$ cat src/rtl/uart_tx_arbiter.sv
// Round-robin arbiter that shares one UART transmitter between N_REQ byte streams,
// locking the grant for a whole packet and sequencing load / start / wait-for-done per byte.
module uart_tx_arbiter #(
  parameter int N_REQ          = 2,
  parameter int TIMEOUT_CYCLES = 1_000_000,
  parameter int GAP_CYCLES     = 0
) (
  input  logic                 clk,
  input  logic                 rst_n,
  input  logic [N_REQ-1:0]     req_valid_i,
  input  logic [8*N_REQ-1:0]   req_data_i,
  input  logic [N_REQ-1:0]     req_last_i,
  output logic [N_REQ-1:0]     req_ready_o,
  output logic [N_REQ-1:0]     grant_o,
  output logic                 uart_tx_start_o,
  output logic [7:0]           uart_tx_data_o,
  input  logic                 uart_tx_done_i,
  output logic                 busy_o,
  output logic                 err_timeout_o,
  output logic [1:0]           dbg_state
);

  localparam int OW = $clog2(N_REQ);
  localparam logic [31:0] TO_LAST  = 32'(TIMEOUT_CYCLES - 1);
  localparam logic [31:0] GAP_LAST = (GAP_CYCLES > 0) ? 32'(GAP_CYCLES - 1) : 32'd0;
  localparam logic [N_REQ-1:0] ONE = {{(N_REQ-1){1'b0}}, 1'b1};

  typedef enum logic [1:0] {
    S_IDLE      = 2'd0,
    S_START     = 2'd1,
    S_WAIT_DONE = 2'd2,
    S_GAP       = 2'd3
  } state_t;

  state_t        state_q, state_d;
  logic          lock_q, lock_d;
  logic          last_q, last_d;
  logic [OW-1:0] owner_q, owner_d;
  logic [OW-1:0] rr_q, rr_d;
  logic [7:0]    data_q, data_d;
  logic [31:0]   cnt_q, cnt_d;

  logic          pick_valid;
  logic [OW-1:0] pick_idx;
  logic [OW:0]   scan_sum;
  logic [OW-1:0] scan_idx;
  logic [OW-1:0] owner_next;
  logic          accept;

  // Candidate selection: the locked owner only, otherwise the first valid from rr_q upward.
  // The loop runs downward so the lowest offset from rr_q is the last (winning) assignment.
  always_comb begin
    pick_valid = 1'b0;
    pick_idx   = '0;
    scan_sum   = '0;
    scan_idx   = '0;
    if (lock_q) begin
      pick_valid = req_valid_i[owner_q];
      pick_idx   = owner_q;
    end else begin
      for (int i = N_REQ - 1; i >= 0; i--) begin
        scan_sum = {1'b0, rr_q} + (OW+1)'(i);
        if (scan_sum >= (OW+1)'(N_REQ)) scan_sum = scan_sum - (OW+1)'(N_REQ);
        scan_idx = scan_sum[OW-1:0];
        if (req_valid_i[scan_idx]) begin
          pick_valid = 1'b1;
          pick_idx   = scan_idx;
        end
      end
    end
  end

  assign owner_next = (owner_q == OW'(N_REQ - 1)) ? '0 : owner_q + 1'b1;

  always_comb begin
    state_d       = state_q;
    lock_d        = lock_q;
    last_d        = last_q;
    owner_d       = owner_q;
    rr_d          = rr_q;
    data_d        = data_q;
    cnt_d         = cnt_q;
    accept        = 1'b0;
    err_timeout_o = 1'b0;
    case (state_q)
      S_IDLE: begin
        if (pick_valid) begin
          accept  = 1'b1;
          lock_d  = 1'b1;
          owner_d = pick_idx;
          data_d  = req_data_i[{pick_idx, 3'b000} +: 8];
          last_d  = req_last_i[pick_idx];
          state_d = S_START;
        end
      end
      S_START: begin
        cnt_d   = '0;
        state_d = S_WAIT_DONE;
      end
      S_WAIT_DONE: begin
        // A done arriving in the expiry cycle still counts as a normal completion.
        if (uart_tx_done_i) begin
          if (last_q) begin
            lock_d = 1'b0;
            rr_d   = owner_next;
          end
          cnt_d   = '0;
          state_d = (GAP_CYCLES > 0) ? S_GAP : S_IDLE;
        end else if (cnt_q == TO_LAST) begin
          err_timeout_o = 1'b1;
          lock_d        = 1'b0;
          rr_d          = owner_next;
          state_d       = S_IDLE;
        end else begin
          cnt_d = cnt_q + 32'd1;
        end
      end
      S_GAP: begin
        if (cnt_q == GAP_LAST) state_d = S_IDLE;
        else                   cnt_d   = cnt_q + 32'd1;
      end
      default: state_d = S_IDLE;
    endcase
  end

  always_ff @(posedge clk or negedge rst_n) begin
    if (!rst_n) begin
      state_q <= S_IDLE;
      lock_q  <= 1'b0;
      last_q  <= 1'b0;
      owner_q <= '0;
      rr_q    <= '0;
      data_q  <= 8'h00;
      cnt_q   <= '0;
    end else begin
      state_q <= state_d;
      lock_q  <= lock_d;
      last_q  <= last_d;
      owner_q <= owner_d;
      rr_q    <= rr_d;
      data_q  <= data_d;
      cnt_q   <= cnt_d;
    end
  end

  // Handshake: byte k moves when req_valid_i[k] & req_ready_o[k]; ready is one-hot,
  // only in IDLE, and forced low while reset is asserted.
  assign req_ready_o     = (accept && rst_n) ? (ONE << pick_idx) : '0;
  assign grant_o         = lock_q ? (ONE << owner_q) : '0;
  assign uart_tx_start_o = (state_q == S_START);
  assign uart_tx_data_o  = data_q;
  assign busy_o          = (state_q != S_IDLE);
  assign dbg_state       = state_q;

endmodule

$ cat config.mk
export PLATFORM = sky130hd
export DESIGN_NAME = uart_tx_arbiter
export DESIGN_NICKNAME = d
export VERILOG_FILES = /design/src/rtl/uart_tx_arbiter.sv
export SDC_FILE = /design/constraint.sdc
export NUM_CORES = 1
export LEC_CHECK = 0
export ABC_CLOCK_PERIOD_IN_PS = 4900
export CAP_MARGIN = 20
export CORE_UTILIZATION = 60
export DETAILED_ROUTE_END_ITERATION = 6
export PLACE_DENSITY = 0.85
export SYNTH_ARGS = -nofsm -noshare
export SYNTH_HDL_FRONTEND = slang
export SYNTH_SLANG_ARGS = --single-unit
$ cat constraint.sdc
create_clock -name clk -period 4.9 [get_ports clk]
set_input_delay 0.98 -clock clk [delete_from_list [all_inputs] [get_ports clk]]
set_output_delay 0.98 -clock clk [all_outputs]
set_load 0.02 [all_outputs]
# Word-level counts from Yosys, hierarchy flattened
# Index checks and enable logic that the tools add are counted.
dict set report op_classes {
  mux 43
  n_lt_le_gt_ge 6
  addsub 5
  reduce_logical 12
  n_shift 3
  n_eq_ne 11
}
# op n
set ops {}
lappend ops {{$mux 32} 3}
lappend ops {{$pmux 32 s3} 1}
lappend ops {{$add 32x1->32 const B} 1}
lappend ops {{$eq 32x20->1 const B} 1}
lappend ops {{$logic_not 32->1} 1}
lappend ops {{$mux 1} 31}
lappend ops {{$shiftx 16x5->8} 1}
lappend ops {{$mux 2} 6}
lappend ops {{$ne 3x3->1 const B} 3}
lappend ops {{$reduce_and 3->1} 3}
lappend ops {{$lt 1x2->1 const B} 4}
lappend ops {{$pmux 2 s4} 1}
lappend ops {{$ne 2x2->1 const B} 3}
lappend ops {{$reduce_bool 2->1} 3}
lappend ops {{$eq 2x2->1 const B} 2}
lappend ops {{$reduce_and 4->1} 1}
lappend ops {{$shl 1x1->2 const A} 2}
lappend ops {{$reduce_bool 3->1} 1}
lappend ops {{$add 1x1->2 const B} 1}
lappend ops {{$eq 2x1->1 const B} 1}
lappend ops {{$ge 1x2->1 const B} 1}
lappend ops {{$ge 2x2->1 const B} 1}
lappend ops {{$logic_not 2->1} 1}
lappend ops {{$ne 2x1->1 const B} 1}
lappend ops {{other kinds (5)} 6}
dict set report totals {
  ff_bits 46
  output_inout_bits 17
  in_bits 23
  word_cells 87
}

# Logic depth before layout (Yosys ltp)
# Gate-level depths: netlist of run 1.
dict set report depth {
  word_depth 13
  depth_mapped 8
  ltp_nobuf 7
}

# Worst setup path after synthesis of run 1
# Ideal clock, no wire load.
dict set report synth_path {
  path_kind {input to output}
  start {in req_valid_i[0]}
  end {out req_ready_o[1]}
  path_stages 6
  slack_ns 1.813
  arrival_ns 2.107
  n_path_buf 1
  t_required_ns 3.920
  path_cell_list {or3b_1 a22o_1 nand2_1 clkbuf_1 inv_1 and3_1}
}
dict set report synth_between {
  elab_chain_len 9
  elab_cells_between_ends 17
}
# item line_no
set synth_lines {}
lappend synth_lines {{start: declaration} 10} ;# input logic [N_REQ-1:0] req_valid_i,
lappend synth_lines {{$mux 1 (implied by the code) (2 in series)} 65} ;# if (req_valid_i[scan_idx]) begin
lappend synth_lines {{$mux 1 (2 in series)} 65}
lappend synth_lines {{$mux 1} 57} ;# if (lock_q) begin
lappend synth_lines {{$mux 1} 87} ;# if (pick_valid) begin
lappend synth_lines {{$mux 1} 85} ;# case (state_q)
lappend synth_lines {{$logic_and 1x1->1} 148} ;# assign req_ready_o = (accept && rst_n) ? (ONE << pick_idx) : '0;
lappend synth_lines {{$mux 2 (*)} 148}
lappend synth_lines {{end: declaration} 13} ;# output logic [N_REQ-1:0] req_ready_o,
# Mark *: on every way between the ends. The rest lies on a longest branch, timed or not. The select of a mux whose other input is x is not followed.

# Worst setup path after layout of run 1
# Same ends and word-level chain as after synthesis.

==> flow_summary.ini, run 1 <==
[detailed_routing]
vias = 2833
ant_nets = 0
routed_wirelength_um = 7470
drcViolationCount = 0
firstDrtPassIters = 5
dr.first_iter.drc_count = 284
wl_per_cell_um = 17.9
viasPerCell = 6.79

[final_layout]
synthToLayoutAreaGrowth_pct = 14.6
final_common_cell = dfrtp_1
multiInputGateArea_mm2 = 0.00159
final_cell_mix = dfrtp_1 (46), o31ai_1 (41), clkdlybuf4s50_1 (38)
antenna_cells = 0
regArea_mm2 = 0.00115
nNetsFinal = 374
drive_gt1_frac = 0.0743
fill_cells = 365

[floorplanning]
io_pins = 40
dieWidth_um = 72.2
dieHeight_um = 72.2
initial_utilization = 0.626
core_mm2 = 0.00472
die-area_mm2 = 0.00521
rows = 25

[synthesis]
seq_area_frac_synth = 0.389
syn-cell-area_mm2 = 0.00296
ys_types = 43
synth_warnings = 0
syn_nets = 353
ys_ff_latch = 46
avgSynthCellArea_um2 = 9.01
synth_cells = 328

[worst_setup_path]
worst_ep_required_time_ps = 3920
crit_path_start_kind = input port
path_class = input port to primary output
reg2reg_from = cnt_q[21]
endpoint = req_ready_o[1]
r2r_slack_ps = 2290
rr_endpoint = dbg_state[1]
r2r_cells = 5
critPathArrivalTime_ps = 3090
critPathCaptureType = primary output
path_max_fanout = 21
crit_start = req_valid_i[0]

[timing]
setup_viol = 0
hold_violations = 0
holdWs_ps = 488
skew_ps = 10.6
maxSlewViolCount = 0
fin_setup_tns_ps = 0
worst_pin_slew_ps = 927
post-route-period-util = 0.831
clock.fmax_ghz = 0.246
fin_crit_ps = 4070
rsz0062_at_grt = no
setup_ws_ps = 827
relSlewSlack = 0.382

[clock_network]
clock_latency_ps = 310
cts_htree_levels = 2
cts_setup_buffers = 0
ctsLongestPathBuffers = 2
cts_tree = yes
cts_resized = 0
cts.reportedPaths.clkPinSlew_ps = 80
cts_buffers = 5
holdBufCountCts = 0
clockRootBuffer = clkbuf_8
clock-sinks = 46

[global_routing]
first_global_vias = 2607
gr-total-overflow = 0
grt_pass1_wl_um = 12200
grt_start_max_net_pins = 44
grt_usage = 0.304
antenna_found_initial = 0

[flow_run]
maxCapViolations = 0

[worst_hold_path]
hp-class = register to register

[placement]
dp_hpwl_um = 5220
port_buffers = 39
place_ws_ps = 835
gp_congestion = 0.922

[power_and_ir_drop]
p_leak_nw = 1.45
fin_total_pwr_mw = 1.40
powerDensity_mw_per_mm2 = 414
peakVddDrop_uv = 351

[outcome]
status = finished, final reports clean
==> how the worst min path moves through the flow <==
stage | from | endpoint | slack [ps] | depth (start not counted)
2_1_floorplan | last_q | last_q | 450 | 2
3_3_place_gp | uart_tx_data_o[2] | uart_tx_data_o[2] | 460 | 2
3_5_place_dp | uart_tx_data_o[2] | uart_tx_data_o[2] | 480 | 2
4_1_cts | rst_n | uart_tx_data_o[7] | 490 | 1
6_report | uart_tx_data_o[2] | uart_tx_data_o[2] | 490 | 2
5_1_grt | rst_n | uart_tx_data_o[7] | 480 | 1
==> worst max-delay path, cell delays in order <==
cell and delay, ps:
clkdlybuf4s50_1 460, or3b_1 390, a22o_1 190, nand2_1 70
buf_4 220, inv_1 70, and3_1 180, clkdlybuf4s50_1 540
==> cell families (layout without fill, tap and decap cells) <==
kind of cell,after synthesis,after routing,synth area share
DFF,46,46,0.389
muxes,13,13,0.0444
and+or+nand+nor,124,124,0.248
adders and majority gates,2,2,0.00846
buffers and inverters,43,65,0.0732
AOI/OAI and AO/OA,100,100,0.237
==> cell usage after synthesis, drive strengths merged <==
cell | instances | area, um^2
dfrtp | 46 | 1150
o31ai | 41 | 308
nand2 | 30 | 113
o21ai | 21 | 105
buf | 16 | 111
nand4 | 15 | 124
nor4 | 15 | 128
clkbuf | 14 | 56.3
nand3 | 14 | 70.1
nor2 | 14 | 60.1
inv | 13 | 48.8
mux2i | 12 | 120
a21oi | 9 | 45.0
a31oi | 8 | 56.3
and3 | 8 | 50.1
and2 | 7 | 43.8
nor3 | 7 | 35.0
o41ai | 7 | 61.3
o211ai | 6 | 55.1
and4 | 5 | 43.8
a41oi | 3 | 26.3
or3 | 3 | 18.8
ha | 2 | 25.0
or3b | 2 | 17.5
or4 | 2 | 15.0
a211oi | 1 | 7.51
a22o | 1 | 8.76
mux2 | 1 | 11.3
nor4b | 1 | 8.76
o21ba | 1 | 10.0
o21bai | 1 | 7.51
o32ai | 1 | 8.76
or2 | 1 | 6.26
==> per-layer routing <==
| metal | track usage | routed length, um | part of all wire | vias up |
|---|---|---|---|---|
| li1 | - | - | - | 1295 |
| met3 | 0.0667 | 525 | 0.070 | 24 |
| met5 | 0 | 0 | 0 | - |
| met2 | 0.490 | 3570 | 0.48 | 152 |
| met4 | 0.109 | 177 | 0.024 | 0 |
| met1 | 0.404 | 3200 | 0.43 | 1362 |
==> through the flow <==
step | std cells | util | cell area, um^2
final | 417 | 0.718 | 3390
after detailed placement | 408 | 0.697 | 3290
after floorplan | 328 | - | 2960
after global routing | 417 | 0.718 | 3390
after CTS | 416 | 0.716 | 3380
after global placement | 408 | 0.697 | 3290
==> flip-flops by register name, indices dropped and copies added (netlist names) <==
| register | flops |
|---|---|
| last_q | 1 |
| lock_q | 1 |
| owner_q | 1 |
| cnt_q | 32 |
| rr_q | 1 |
| dbg_state | 2 |
| uart_tx_data_o | 8 |
==> area by class of cell <==
| cell class | count | area share |
|---|---|---|
| clock buffer | 7 | 0.0255 |
| clock inverter | 1 | 0.00148 |
| inverter | 13 | 0.0144 |
| multi-input combinational | 239 | 0.470 |
| sequential | 46 | 0.340 |
| tap | 67 | 0.0247 |
| timing repair buffer | 44 | 0.125 |
==> power by group <==
group	total [mW]	switching, mW	internal (mW)
Combinational	0.665	0.405	0.261
Clock	0.242	0.128	0.114
Sequential	0.495	0.0538	0.441
Total	1.40	0.586	0.816
Note: power is estimated with default switching activity, not from simulation.
==> run 2: changes to the inputs <==
==> config.mk (replaced) <==
export PLATFORM = sky130hd
export DESIGN_NAME = uart_tx_arbiter
export DESIGN_NICKNAME = d
export VERILOG_FILES = /design/src/rtl/uart_tx_arbiter.sv
export SDC_FILE = /design/constraint.sdc
export NUM_CORES = 1
export LEC_CHECK = 0
export ABC_CLOCK_PERIOD_IN_PS = 4200
export CAP_MARGIN = 20
export CORE_UTILIZATION = 55
export DETAILED_ROUTE_END_ITERATION = 6
export PLACE_DENSITY = 0.79
export SYNTH_ARGS = -nofsm -noshare
export SYNTH_HDL_FRONTEND = slang
export SYNTH_SLANG_ARGS = --single-unit
==> constraint.sdc (replaced) <==
create_clock -name clk -period 4.2 [get_ports clk]
set_input_delay 0.84 -clock clk [delete_from_list [all_inputs] [get_ports clk]]
set_output_delay 0.84 -clock clk [all_outputs]
set_load 0.02 [all_outputs]
==> run 2 against run 1 <==
Effect of this change:
- clock-buffer cell count stayed put
- cell area shrank 0.11%
- largest power group unchanged
- global-route usage down 1.8 points
==> flow_summary.ini, run 2 (same netlist as run 1, synthesis figures left out) <==
[clock_network]
holdBufCountCts = 0
cts.reportedPaths.clkPinSlew_ps = 90
clock_latency_ps = 300
clock-sinks = 46
clockRootBuffer = clkbuf_8
cts_tree = yes
cts_setup_buffers = 0
cts_resized = 0
ctsLongestPathBuffers = 2
cts_buffers = 5
cts_htree_levels = 2

[detailed_routing]
dr.first_iter.drc_count = 269
ant_nets = 0
wl_per_cell_um = 17.8
routed_wirelength_um = 7460
drcViolationCount = 0
viasPerCell = 6.68
firstDrtPassIters = 5
vias = 2806

[timing]
clock.fmax_ghz = 0.278
maxSlewViolCount = 0
fin_crit_ps = 3600
worst_pin_slew_ps = 934
skew_ps = 8.65
post-route-period-util = 0.856
hold_violations = 0
rsz0062_at_grt = no
relSlewSlack = 0.377
setup_viol = 0
fin_setup_tns_ps = 0

[floorplanning]
rows = 26
initial_utilization = 0.575
core_mm2 = 0.00514
die-area_mm2 = 0.00567
dieWidth_um = 75.3
dieHeight_um = 75.3
io_pins = 40

[global_routing]
antenna_found_initial = 0
gr-total-overflow = 0
grt_start_max_net_pins = 33
first_global_vias = 2545
grt_pass1_wl_um = 12200
grt_usage = 0.286

[placement]
port_buffers = 39
dp_hpwl_um = 5160
gp_congestion = 0.879

[worst_setup_path]
rr_endpoint = cnt_q[7]
path_max_fanout = 20
reg2reg_from = cnt_q[0]
path_class = input port to primary output
worst_ep_required_time_ps = 3360
r2r_slack_ps = 1540
critPathCaptureType = primary output
r2r_cells = 7
critPathArrivalTime_ps = 2760
crit_path_start_kind = input port

[final_layout]
synthToLayoutAreaGrowth_pct = 14.5
regMostFlops = cnt_q
final_cell_mix = dfrtp_1 (46), o31ai_1 (41), clkdlybuf4s50_1 (38)
utilization = 0.659
nNetsFinal = 375
final_common_cell = dfrtp_1
drive_gt1_frac = 0.0714
largest_reg_flops = 32
antenna_cells = 0

[worst_hold_path]
hp-class = input port to asynchronous set/reset pin

[power_and_ir_drop]
p_leak_nw = 1.45
peakVddDrop_uv = 457
powerDensity_mw_per_mm2 = 479

[flow_run]
maxCapViolations = 0

[outcome]
status = finished, final reports clean
-- run 2: final cells by class --
cell class	instances	area (um^2)
clock buffers	7	76.3
fillers	465	1750
inverters	13	48.8
multi-input cells	239	1590
flip-flops and latches	46	1150
well taps	70	87.6
repair buffers	45	430
-- run 2: worst max-delay path by stage --
stage / cells after the start / from / slack, ps / endpoint
3_3_place_gp: 7 / req_valid_i[0] / 660 / req_ready_o[0]
6_report: 7 / req_valid_i[0] / 600 / req_ready_o[0]
3_5_place_dp: 7 / req_valid_i[0] / 600 / req_ready_o[0]
5_1_grt: 7 / req_valid_i[0] / 500 / req_ready_o[0]
4_1_cts: 7 / req_valid_i[0] / 590 / req_ready_o[0]
2_1_floorplan: 6 / req_valid_i[0] / 1390 / req_ready_o[1]
-- run 2: per-layer routing --
metal,wire length (um),GRT usage,share of wire
met1,3270,0.380,0.44
met2,3510,0.465,0.47
met3,533,0.0622,0.071
met4,146,0.0967,0.020
met5,0,0,0
-- run 2: stage by stage --
step / power (mW) / worst slack, ps / hold slack [ps] / instances / area (um^2)
after floorplan: 1.08 / 1390 / 450 / 328 / 2960
after global placement: 1.35 / 659 / 463 / 412 / 3300
after detailed placement: 1.36 / 601 / 471 / 412 / 3300
after CTS: 1.62 / 590 / 457 / 419 / 3380
after global routing: 1.72 / 499 / 479 / 420 / 3390
final: 1.62 / 605 / 450 / 420 / 3390
-- run 2: worst max-delay path: stages --
cell and delay, ps:
clkdlybuf4s50_1 450, or3b_1 370, a22o_1 190, nand2_1 80, buf_4 210, nor3_1 70, clkdlybuf4s50_1 540
-- run 2: where the power goes --
part	switching, mW	internal (mW)
registers	0.0619	0.515
logic	0.472	0.311
clock network	0.147	0.115
total	0.681	0.940
==> run 3: changes to the inputs <==
--- a/config.mk
+++ b/config.mk
@@ -9,7 +9,7 @@
 export CAP_MARGIN = 20
 export CORE_UTILIZATION = 55
 export DETAILED_ROUTE_END_ITERATION = 6
-export PLACE_DENSITY = 0.79
+export PLACE_DENSITY = 0.8
 export SYNTH_ARGS = -nofsm -noshare
 export SYNTH_HDL_FRONTEND = slang
 export SYNTH_SLANG_ARGS = --single-unit
==> run 3 against run 2 <==
Effect of this change:
- clock-buffer cell count unchanged
- global-route usage about the same
- clock skew down 1.3 ps
- critical path depth unchanged
- via count down 0.14%
- wire length down 0.21%
- non-clock buffer count down 1
==> flow_summary.ini, run 3 (same netlist as run 1, synthesis figures left out) <==
[detailed_routing]
firstDrtPassIters = 5
vias = 2802
ant_nets = 0
drcViolationCount = 0
dr.first_iter.drc_count = 433
viasPerCell = 6.67
wl_per_cell_um = 17.7
routed_wirelength_um = 7450

[worst_setup_path]
crit_slowest_cell = clkdlybuf4s50_1
crit_path_start_kind = input port
cp_num_buf_inv = 3
rr_endpoint = cnt_q[23]
critPathArrivalTime_ps = 2740
path_max_fanout = 20
worst_ep_required_time_ps = 3360
path_class = input port to primary output
r2r_slack_ps = 1510
reg2reg_from = cnt_q[0]
critPathCaptureType = primary output
crit_chain = clkdlybuf4s50_1, or3b_1, a22o_1, nand2_1, buf_4, nor3_1, clkdlybuf4s50_1
path_depth = 7
crit_path_frequent_cell = clkdlybuf4s50_1
slowest_delay_ps = 540
cp_top_family = buffers and inverters
r2r_cells = 7

[power_and_ir_drop]
combPwrFrac = 0.475
powerDensity_mw_per_mm2 = 483
p_sw_mw = 0.683
p_leak_nw = 1.45
sw_frac_of_total = 0.416
p_seq_frac = 0.351
peakVddDrop_uv = 592
fin_total_pwr_mw = 1.64
internal_power_mw = 0.958
clkPwrFrac = 0.173

[clock_network]
holdBufCountCts = 0
cts_resized = 0
clock_latency_ps = 300
cts_setup_buffers = 0
cts_tree = yes
cts_htree_levels = 2
cts.reportedPaths.clkPinSlew_ps = 90
clock-sinks = 46
ctsLongestPathBuffers = 2
clockRootBuffer = clkbuf_8
cts_buffers = 5

[floorplanning]
dieHeight_um = 75.3
io_pins = 40
initial_utilization = 0.575
rows = 26
dieWidth_um = 75.3
core_mm2 = 0.00514
die-area_mm2 = 0.00567

[placement]
dp_hpwl_um = 5230
place_ws_ps = 612
port_buffers = 39
gp_congestion = 0.895
place_area_mm2 = 0.00330

[timing]
worst_pin_slew_ps = 1130
relSlewSlack = 0.240
fin_setup_tns_ps = 0
rsz0062_at_grt = no
setup_viol = 0
clock.fmax_ghz = 0.279
fin_crit_ps = 3580
skew_ps = 7.31
maxSlewViolCount = 0
post-route-period-util = 0.853
holdWs_ps = 369
hold_violations = 0
setup_ws_ps = 618

[global_routing]
grt_usage = 0.286
met2_usage = 0.487
gr-max-usage-layer = met2
grtUsageMet3 = 0.0741
grtUsageMet1 = 0.355
grt_pass1_wl_um = 12200
first_global_vias = 2604
antenna_found_initial = 1
grt_start_max_net_pins = 40
gr-total-overflow = 0

[outcome]
status = finished, final reports clean

[final_layout]
regMostFlops = cnt_q
synthToLayoutAreaGrowth_pct = 14.8
largest_reg_flops = 32
final_area_mm2 = 0.00339
drive_gt1_frac = 0.0743
antenna_cells = 0
nNetsFinal = 374
final_common_cell = dfrtp_1
final_cell_mix = dfrtp_1 (46), o31ai_1 (41), clkdlybuf4s50_1 (38)

[worst_hold_path]
hp-class = input port to asynchronous set/reset pin

[flow_run]
maxCapViolations = 0
==> run 3: changes by cell type in the layout (fill, tap and decap cells not counted), sizes merged <==
cell    previous run  this run
buf                7         6
clkinv             0         1
==> run 3: worst max-delay path by stage <==
stage	to	start
floorplan	req_ready_o[1]	req_valid_i[0]
global placement	req_ready_o[0]	req_valid_i[0]
detailed placement	req_ready_o[0]	req_valid_i[0]
CTS	req_ready_o[0]	req_valid_i[0]
global route	req_ready_o[0]	req_valid_i[0]
finish	req_ready_o[0]	req_valid_i[0]
==> run 3: final cells by class <==
type,count,area [um^2]
clock buffer,7,86.3
tap,70,87.6
timing repair buffer,44,423
fill,471,1750
inverter,13,48.8
multi-input combinational,239,1590
clock inverter,1,5.00
sequential,46,1150
==> run 3: per-stage QoR <==
stage | std cells | util
3_5_place_dp | 412 | 0.642
6_report | 420 | 0.660
5_1_grt | 420 | 0.660
2_1_floorplan | 328 | -
3_3_place_gp | 412 | 0.642
4_1_cts | 420 | 0.660
==> run 3: worst register-to-register path, cell delays in order, from the launching register on <==
cell     delay [ps]
dfrtp_1         460
ha_1            290
nand3_1         140
nor4_1          480
and4_1          650
buf_4           340
o31ai_1         120
o41ai_1          80
==> run 3: power by group through the flow <==
stage                     logic (mW)  registers (mW)  clock network (mW)
after floorplan                0.453           0.626                   0
after global placement         0.766           0.582                   0
after detailed placement       0.781           0.584                   0
after CTS                      0.782           0.576               0.285
after global routing           0.854           0.587               0.302
final                          0.780           0.576               0.284
==> run 3: per-layer routing <==
metal / share of wire / routed length (um)
met5: 0.0017 / 13
met4: 0.013 / 99
met3: 0.085 / 636
met2: 0.47 / 3520
met1: 0.43 / 3180
